==> src/rtl/ram_browser.sv <==
// ram_browser: RAM browse/edit engine for the Nexys4DDR board.
//
// Holds a 2^AW x DW synchronous RAM and an address pointer. The pointer moves
// on debounced button edges (or auto-scans); a write button stores din at the
// pointer, reads it back and checks it. addr/dout drive the 7-segment display.
//
// Optional feature macro: RAM_BROWSER_AUTO_SCAN_EN
//   defined   - scan_en=1 auto-increments the pointer every SCAN_TICKS ticks
//   undefined - no scan logic; scan_en is ignored
//
// Ports:
//   clk      in   system clock (100 MHz)
//   reset    in   asynchronous active-low reset
//   step_up  in   raw button, increment pointer
//   step_dn  in   raw button, decrement pointer
//   we_btn   in   raw button, write din at pointer
//   scan_en  in   level switch, auto-scan mode
//   din      in   [DW-1:0] data to write
//   addr     out  [AW-1:0] current pointer
//   dout     out  [DW-1:0] registered RAM word at addr
//   busy     out  write/verify sequence in progress
//   wr_done  out  one-cycle pulse at end of write/verify
//   wr_err   out  sticky read-back mismatch flag
module ram_browser #(
  parameter int AW         = 8,
  parameter int DW         = 16,
  parameter int TICK_DIV   = 100000,
  parameter int SCAN_TICKS = 500
) (
  input  logic          clk,
  input  logic          reset,
  input  logic          step_up,
  input  logic          step_dn,
  input  logic          we_btn,
  input  logic          scan_en,
  input  logic [DW-1:0] din,
  output logic [AW-1:0] addr,
  output logic [DW-1:0] dout,
  output logic          busy,
  output logic          wr_done,
  output logic          wr_err
);

  localparam int TW = (TICK_DIV > 1) ? $clog2(TICK_DIV) : 1;
  localparam logic [TW-1:0] TICK_MAX = TW'(TICK_DIV - 1);

  typedef enum logic [1:0] {IDLE, WR, RD, CHK} state_t;

  logic [DW-1:0] mem [0:(1<<AW)-1];

  // Button vectors are ordered {we, dn, up}.
  logic [2:0]    sync1_q, sync1_d, sync2_q, sync2_d, samp_q, samp_d;
  logic [2:0]    edge_w;
  logic [TW-1:0] tick_cnt_q, tick_cnt_d;
  logic          tick;
  state_t        state_q, state_d;
  logic [DW-1:0] din_q, din_d;
  logic [AW-1:0] addr_q, addr_d;
  logic [DW-1:0] dout_q, dout_d;
  logic          busy_q, busy_d;
  logic          wr_done_q, wr_done_d;
  logic          wr_err_q, wr_err_d;

`ifdef RAM_BROWSER_AUTO_SCAN_EN
  localparam int SW = (SCAN_TICKS > 1) ? $clog2(SCAN_TICKS) : 1;
  localparam logic [SW-1:0] SCAN_MAX = SW'(SCAN_TICKS - 1);
  logic          scan_s1_q, scan_s1_d, scan_s2_q, scan_s2_d;
  logic [SW-1:0] scan_cnt_q, scan_cnt_d;
`else
  logic unused_scan_en;
  assign unused_scan_en = scan_en;
`endif

  always_comb begin
    tick       = (tick_cnt_q == TICK_MAX);
    tick_cnt_d = tick ? '0 : tick_cnt_q + TW'(1);

    sync1_d = {we_btn, step_dn, step_up};
    sync2_d = sync1_q;
    // Sampling only on tick debounces; an edge is a 0->1 between samples.
    samp_d  = tick ? sync2_q : samp_q;
    edge_w  = tick ? (sync2_q & ~samp_q) : 3'b000;

    state_d  = state_q;
    din_d    = din_q;
    addr_d   = addr_q;
    dout_d   = mem[addr_q];
    wr_err_d = wr_err_q;

`ifdef RAM_BROWSER_AUTO_SCAN_EN
    scan_s1_d  = scan_en;
    scan_s2_d  = scan_s1_q;
    scan_cnt_d = scan_s2_q ? scan_cnt_q : '0;
`endif

    case (state_q)
      IDLE: begin
        if (edge_w[2]) begin
          // Write wins; any step edge in the same tick is dropped.
          state_d = WR;
          din_d   = din;
        end else begin
`ifdef RAM_BROWSER_AUTO_SCAN_EN
          if (scan_s2_q) begin
            if (tick) begin
              if (scan_cnt_q == SCAN_MAX) begin
                scan_cnt_d = '0;
                addr_d     = addr_q + AW'(1);
              end else begin
                scan_cnt_d = scan_cnt_q + SW'(1);
              end
            end
          end else if (edge_w[0] ^ edge_w[1]) begin
            addr_d = edge_w[0] ? addr_q + AW'(1) : addr_q - AW'(1);
          end
`else
          if (edge_w[0] ^ edge_w[1]) begin
            addr_d = edge_w[0] ? addr_q + AW'(1) : addr_q - AW'(1);
          end
`endif
        end
      end
      WR:  state_d = RD;
      RD:  state_d = CHK;
      CHK: begin
        state_d = IDLE;
        if (dout_q != din_q) wr_err_d = 1'b1;
      end
      default: state_d = IDLE;
    endcase

    busy_d    = (state_d != IDLE);
    wr_done_d = (state_d == CHK);
  end

  always_ff @(posedge clk or negedge reset) begin
    if (!reset) begin
      tick_cnt_q <= '0;
      sync1_q    <= '0;
      sync2_q    <= '0;
      samp_q     <= '0;
      state_q    <= IDLE;
      din_q      <= '0;
      addr_q     <= '0;
      dout_q     <= '0;
      busy_q     <= 1'b0;
      wr_done_q  <= 1'b0;
      wr_err_q   <= 1'b0;
`ifdef RAM_BROWSER_AUTO_SCAN_EN
      scan_s1_q  <= 1'b0;
      scan_s2_q  <= 1'b0;
      scan_cnt_q <= '0;
`endif
    end else begin
      tick_cnt_q <= tick_cnt_d;
      sync1_q    <= sync1_d;
      sync2_q    <= sync2_d;
      samp_q     <= samp_d;
      state_q    <= state_d;
      din_q      <= din_d;
      addr_q     <= addr_d;
      dout_q     <= dout_d;
      busy_q     <= busy_d;
      wr_done_q  <= wr_done_d;
      wr_err_q   <= wr_err_d;
`ifdef RAM_BROWSER_AUTO_SCAN_EN
      scan_s1_q  <= scan_s1_d;
      scan_s2_q  <= scan_s2_d;
      scan_cnt_q <= scan_cnt_d;
`endif
    end
  end

  // RAM contents survive reset.
  always_ff @(posedge clk) begin
    if (state_q == WR) mem[addr_q] <= din_q;
  end

  assign addr    = addr_q;
  assign dout    = dout_q;
  assign busy    = busy_q;
  assign wr_done = wr_done_q;
  assign wr_err  = wr_err_q;

endmodule

==> config.mk <==
export PLATFORM = sky130hd
export DESIGN_NAME = ram_browser
export DESIGN_NICKNAME = d
export VERILOG_FILES = /design/src/rtl/ram_browser.sv
export SDC_FILE = /design/constraint.sdc
export NUM_CORES = 2
export LEC_CHECK = 0
export BUFFER_PORTS_ARGS = -buffer_cell sky130_fd_sc_hd__buf_2
export CAP_MARGIN = 0
export CORE_MARGIN = 2
export CORE_UTILIZATION = 25
export DETAILED_ROUTE_END_ITERATION = 8
export RECOVER_POWER = 100
export SYNTH_ARGS = -nofsm -noshare
export SYNTH_HDL_FRONTEND = slang
export SYNTH_SLANG_ARGS = --single-unit
==> constraint.sdc <==
create_clock -name clk -period 7.13 [get_ports clk]
set_input_delay 1.0695 -clock clk [delete_from_list [all_inputs] [get_ports clk]]
set_output_delay 1.0695 -clock clk [all_outputs]
set_load 0.005 [all_outputs]
# Word level (Yosys, flattened, before mapping)
# Memories as Yosys holds them, arrays and structs flattened. A register that Yosys moved wholly into a read port is not among the register bits.
# Index checks and enable logic that the tools add are counted.
# Widths: inputs -> output; s select.
dict set report totals {
  reg_bits 55
  ram_bits 4096
  input_bits 22
  output_inout_bits 27
  elab_cells 37
  memories 1
}
# memory depth word_bits read_ports rd_ports_with_merged_regs wr line
set mem_list {}
lappend mem_list {mem 256 16 1 1 1 49} ;# logic [DW-1:0] mem [0:(1<<AW)-1];
dict set report op_classes {
  add_sub_neg 3
  eq_ne 6
  n_mux 7
  bitwise 4
  reduce_logical 6
}
# cell count
set ops {}
lappend ops {{$add 17x1->17 const B} 1}
lappend ops {{$eq 17x17->1 const B} 1}
lappend ops {{$mux 17} 1}
lappend ops {{$ne 16x16->1} 1}
lappend ops {{$add 8x1->8 const B} 1}
lappend ops {{$mux 8} 1}
lappend ops {{$pmux 2 s4} 1}
lappend ops {{$sub 8x1->8 const B} 1}
lappend ops {{$eq 2x2->1 const B} 3}
lappend ops {{$reduce_and 2->1} 2}
lappend ops {{$and 3x3->3} 1}
lappend ops {{$mux 3} 1}
lappend ops {{$not 3->3} 1}
lappend ops {{$reduce_and 3->1} 1}
lappend ops {{$eq 2x1->1 const B} 1}
lappend ops {{$logic_not 2->1} 1}
lappend ops {{$mux 1} 2}
lappend ops {{$mux 2} 1}
lappend ops {{$reduce_bool 2->1} 1}
lappend ops {{$logic_not 1->1} 1}
lappend ops {{$not 1->1} 1}
lappend ops {{$xor 1x1->1} 1}

# Logic depth before layout (Yosys ltp)
dict set report logic_depth {
  word_depth 6
  mapped_depth 12
  mapped_depth_nobuf 12
}

# Worst setup path after synthesis
# OpenSTA, ideal clock, no wires.
dict set report synth_path {
  path_kind {register -> register}
  start {register din_q[9]}
  end {register wr_err_q, in the netlist wr_err}
  setup_time_ns 0.118
  arrival_time_ns 4.021
  required_time_ns 7.012
  path_slack_ns 2.991
  stages_incl_launch_ff 5
  path_buffers 0
  period_less_slack_ns 4.139
  path_cell_list {dfrtp_1 > xor2_1 > nor4_1 > nand4_1 > a21o_1}
}
dict set report synth_between {
  elab_chain_len 2
}
# item line
set synth_rtl {}
lappend synth_rtl {{start, declared} 57} ;# logic [DW-1:0] din_q, din_d;
lappend synth_rtl {{start signal, assigned} 160} ;# din_q <= din_d;
lappend synth_rtl {{$ne 16x16->1} 127} ;# if (dout_q != din_q) wr_err_d = 1'b1;
lappend synth_rtl {{$reduce_and 2->1 (no line)} --}
lappend synth_rtl {{end signal, assigned} 165} ;# wr_err_q <= wr_err_d;
lappend synth_rtl {{end, declared} 62} ;# logic wr_err_q, wr_err_d;
# No other way between the ends.
# A chain may end at the register's enable or synchronous reset.

# Worst setup path after layout
dict set report layout_path {
  start {register addr_q[2], in the netlist addr[2]}
  end {memory mem[208][10] (enable)}
}
# item line
set layout_rtl {}
lappend layout_rtl {{start, declared} 58} ;# logic [AW-1:0] addr_q, addr_d;
lappend layout_rtl {{start signal, assigned} 161} ;# addr_q <= addr_d;
lappend layout_rtl {{end, declared} 49}
# No word-level cell before the write port.

==> flow_summary.rst <==
.. list-table::
   :header-rows: 1

   * - Metric
     - Value
   * - Area of the core
     - 0.6317 mm^2
   * - Total negative setup slack
     - 0 ns
   * - Final #Nets
     - 7322
   * - Placed cell area
     - 0.1705 mm^2
   * - Setup-failing EPs final
     - 0
   * - Grt ovf
     - 0
   * - Port Buffer Count
     - 47
   * - Worst setup SP type
     - register
   * - Worst hold path type
     - in -> reg
   * - Library cell with the largest summed area after synthesis
     - edfxtp_1
   * - Fill cells
     - 60680
   * - Leading post-synthesis cells by cell area
     - edfxtp_1 (78%), mux4_2 (15%), a22oi_1 (1.3%)
   * - Clock period minus worst slack
     - 6.106 ns
   * - Largest fanout of any net on the critical path
     - 81
   * - Rel. slew slack
     - -2.013
   * - Boundary Pins
     - 49
   * - Floorplan die area
     - 0.6394 mm^2
   * - Area growth from synthesis to final layout
     - 15.26%
   * - Cell repeated most along the worst path
     - nor2_1
   * - Y dimension of the die
     - 799.7 um
   * - Clock input transition at the sequential cells of the worst setup and hold paths
     - 0.06 ns
   * - Initial antenna violation count
     - 10
   * - Post-synthesis sequential element count
     - 4167
   * - Sequential area share after synthesis
     - 0.7884
   * - CTS buffer count
     - 406
   * - Ratio of routed vias to standard cells
     - 4.661
   * - RSZ-0062 raised after global routing
     - false
   * - Result of the run
     - finished with violations
   * - Cell with the largest stage delay on the worst path
     - nor2_1
   * - Share of post-route cells with drive strength above 1
     - 0.2337
   * - Remaining number of nets flagged by the antenna check after routing
     - 0
   * - Syn Nets
     - 6933
   * - CP max stage delay
     - 1.92 ns
   * - Final period util
     - 0.8564
   * - CP Cell Sequence
     - nor2_1 -> buf_12 -> nand2_1 -> clkbuf_1 -> nor2_1 -> buf_4
   * - Cell variety after synth
     - 41
   * - Final number of max-transition violations
     - 3209
   * - Total vias in the final route
     - 74640
   * - Post-CTS sizing
     - 0
   * - Vias in the first global route
     - 75230
   * - Worst Setup Path Type
     - reg -> reg
   * - Avg WL per Cell
     - 24.49 um
   * - Worst EP required
     - 7.76 ns
   * - Cell row count
     - 292
   * - CTS Hold Bufs
     - 1
   * - Mapped Cells
     - 6898
   * - Critical path capture point type
     - register
   * - CP Data Arrival Time
     - 6.74 ns
   * - Clock tree from TritonCTS
     - done
   * - LEAKAGE
     - 53.11 nW
   * - GP Congestion
     - 0.8215
   * - Clock latency reported for the late side of the worst-skew pair
     - 0.98 ns
   * - Clock tree root buffer cell
     - clkbuf_16
   * - Highest attainable clock frequency
     - 163.8 MHz
   * - Number of enable-type register cells in the synthesized netlist
     - 4096
   * - Library cell with the highest instance count after synthesis
     - edfxtp_1
   * - Area of all placed cells without fillers
     - 0.1824 mm^2
   * - List of most frequent post-synthesis cells
     - edfxtp_1 (4096), mux4_2 (1024), a22oi_1 (272)
   * - DRT iter0 DRCs
     - 9634
   * - Violated checks
     - capacitance limit, slew limit
   * - Initial Util
     - 0.2505
   * - TritonCTS sink count
     - 4167
   * - Async S/R FF share, synth
     - 0.01704
   * - Max IR drop VDD
     - 0.2461 mV
   * - Count of warnings emitted by yosys
     - 0
   * - Share of the synthesized area in the top cell type
     - 0.7772
   * - HPWL after detailed placement
     - 221400 um
   * - GRT Resource Usage Total
     - 0.1178
   * - Maximum level of the CTS H-tree
     - 5
   * - Final wirelength
     - 392200 um
   * - Longest Clk Path Bufs
     - 4
   * - Post-route DRC
     - 0
   * - Measured slew at the worst slew-check pin
     - 4.519 ns
   * - Final hold violation count
     - 0
   * - Largest net degree at the start of global routing
     - 211
   * - Ys flop type
     - edfxtp_1
   * - Number of maximum-capacitance violations
     - 69
   * - Global-route wire length before repair
     - 555600 um
   * - Count of TritonRoute iterations in the first routing pass
     - 8
   * - Cell area after synthesis
     - 0.1583 mm^2
   * - Power density cells
     - 268.1 mW/mm^2
   * - Buffers inserted during post-CTS setup optimization
     - 0
   * - Clk_skew
     - 0.08434 ns
   * - Chip width
     - 799.7 um
   * - Mean instance size in the synthesized netlist
     - 22.94 um^2
==> per-stage QoR <==
stage / hold WS, ns / power [mW] / util / std cells / setup slack, ns
after floorplan: 0.3312 / 27.68 / - / 6898 / 2.991
after global placement: 0.3509 / 27.85 / 0.2698 / 15260 / 2.052
after detailed placement: 0.3471 / 27.90 / 0.2698 / 15260 / 2.014
after CTS: 0.1868 / 49.25 / 0.2910 / 16010 / 1.994
after global routing: 0.2535 / 50.19 / 0.2887 / 16010 / 0.8665
final: 0.2970 / 48.90 / 0.2888 / 16010 / 1.024
==> sequential cells by signal, summed over array words and instances (netlist names) <==
| signal | cells |
|---|---|
| state_q | 2 |
| tick_cnt_q | 17 |
| dout | 16 |
| samp_q | 3 |
| sync1_q | 3 |
| sync2_q | 3 |
| mem | 4096 |
| busy | 1 |
| wr_err | 1 |
| wr_done | 1 |
| addr | 8 |
| din_q | 16 |
==> cell families (layout without fill, tap and decap cells) <==
kind of cell,Yosys count,after routing,synth area share
adders and majority gates,13,13,0.001075
AOI/OAI and AO/OA,756,756,0.03582
xor gates and xnor gates,36,36,0.001992
and+or+nand+nor,449,449,0.01212
other,0,6,0
muxes,1046,1046,0.1473
buffers and inverters,431,1162,0.01332
DFF,4167,4167,0.7884
==> routing by layer <==
| layer | vias to the layer above | part of all wire | track usage |
|---|---|---|---|
| met1 | 40470 | 0.40 | 0.1578 |
| met5 | - | 0.000074 | 0 |
| met3 | 606 | 0.077 | 0.02045 |
| li1 | 30540 | - | - |
| met4 | 4 | 0.035 | 0.03985 |
| met2 | 3022 | 0.48 | 0.1938 |
==> placed cells by master, fill, tap and decap left out, types with 7 or more instances in the layout <==
master	netlist	layout
a22o_1	128	128
xor2_1	26	26
dfrtp_1	71	68
nand2_1	40	39
nor2_2	0	8
nor3_1	80	74
clkinv_2	0	86
nand3_1	18	18
o22ai_1	32	32
clkbuf_16	0	414
buf_12	0	29
buf_4	18	61
nor2_1	270	262
inv_16	0	7
a22oi_1	272	272
clkinv_1	0	89
edfxtp_1	4096	4096
mux4_2	1024	1024
ha_1	12	12
nor3_2	1	7
buf_2	80	19
clkbuf_1	227	358
mux2_2	21	21
clkbuf_2	0	12
nor2b_1	11	9
xnor2_1	10	10
a21oi_1	133	133
bufinv_16	0	46
o221ai_1	48	48
clkinvlp_4	0	12
a221oi_1	128	128
==> final cells by class <==
cell class | instances | area (um^2) | share of cell area
diodes | 6 | 15.01 | 0.00008231
clock buffers | 494 | 10720 | 0.05877
clock inverters | 256 | 2651 | 0.01453
inverters | 5 | 18.77 | 0.0001029
multi-input cells | 2300 | 31460 | 0.1724
flip-flops and latches | 4167 | 124800 | 0.6841
well taps | 8379 | 10480 | 0.05747
repair buffers | 407 | 2277 | 0.01248
==> worst max-delay path: cells and delay by family (launching register included) <==
family / cells / cell delay [ns]
flip-flops: 1 / 0.62
buffers and inverters: 3 / 1.76
AND/OR/NAND/NOR: 3 / 3.35
==> path summary, 6_finish.rpt <==
kind / startpoint / to / slack [ns] / cells after the start
max reg2reg: addr[2] / mem[208][10] / 1.02 / 6
max in group asynchronous: reset / addr[0] / 1.80 / 3
min in group asynchronous: reset / sync1_q[1] / 0.60 / 2
min reg2reg: sync1_q[2] / sync2_q[2] / 0.36 / 0
max: addr[2] / mem[208][10] / 1.02 / 6
min: we_btn / sync1_q[2] / 0.30 / 1
==> report_power, final <==
group	switching (mW)	internal, mW
registers	0.111	26.9
clock network	9.11	12.4
logic	0.326	0.0222
Note: power is estimated with default switching activity, not from simulation.
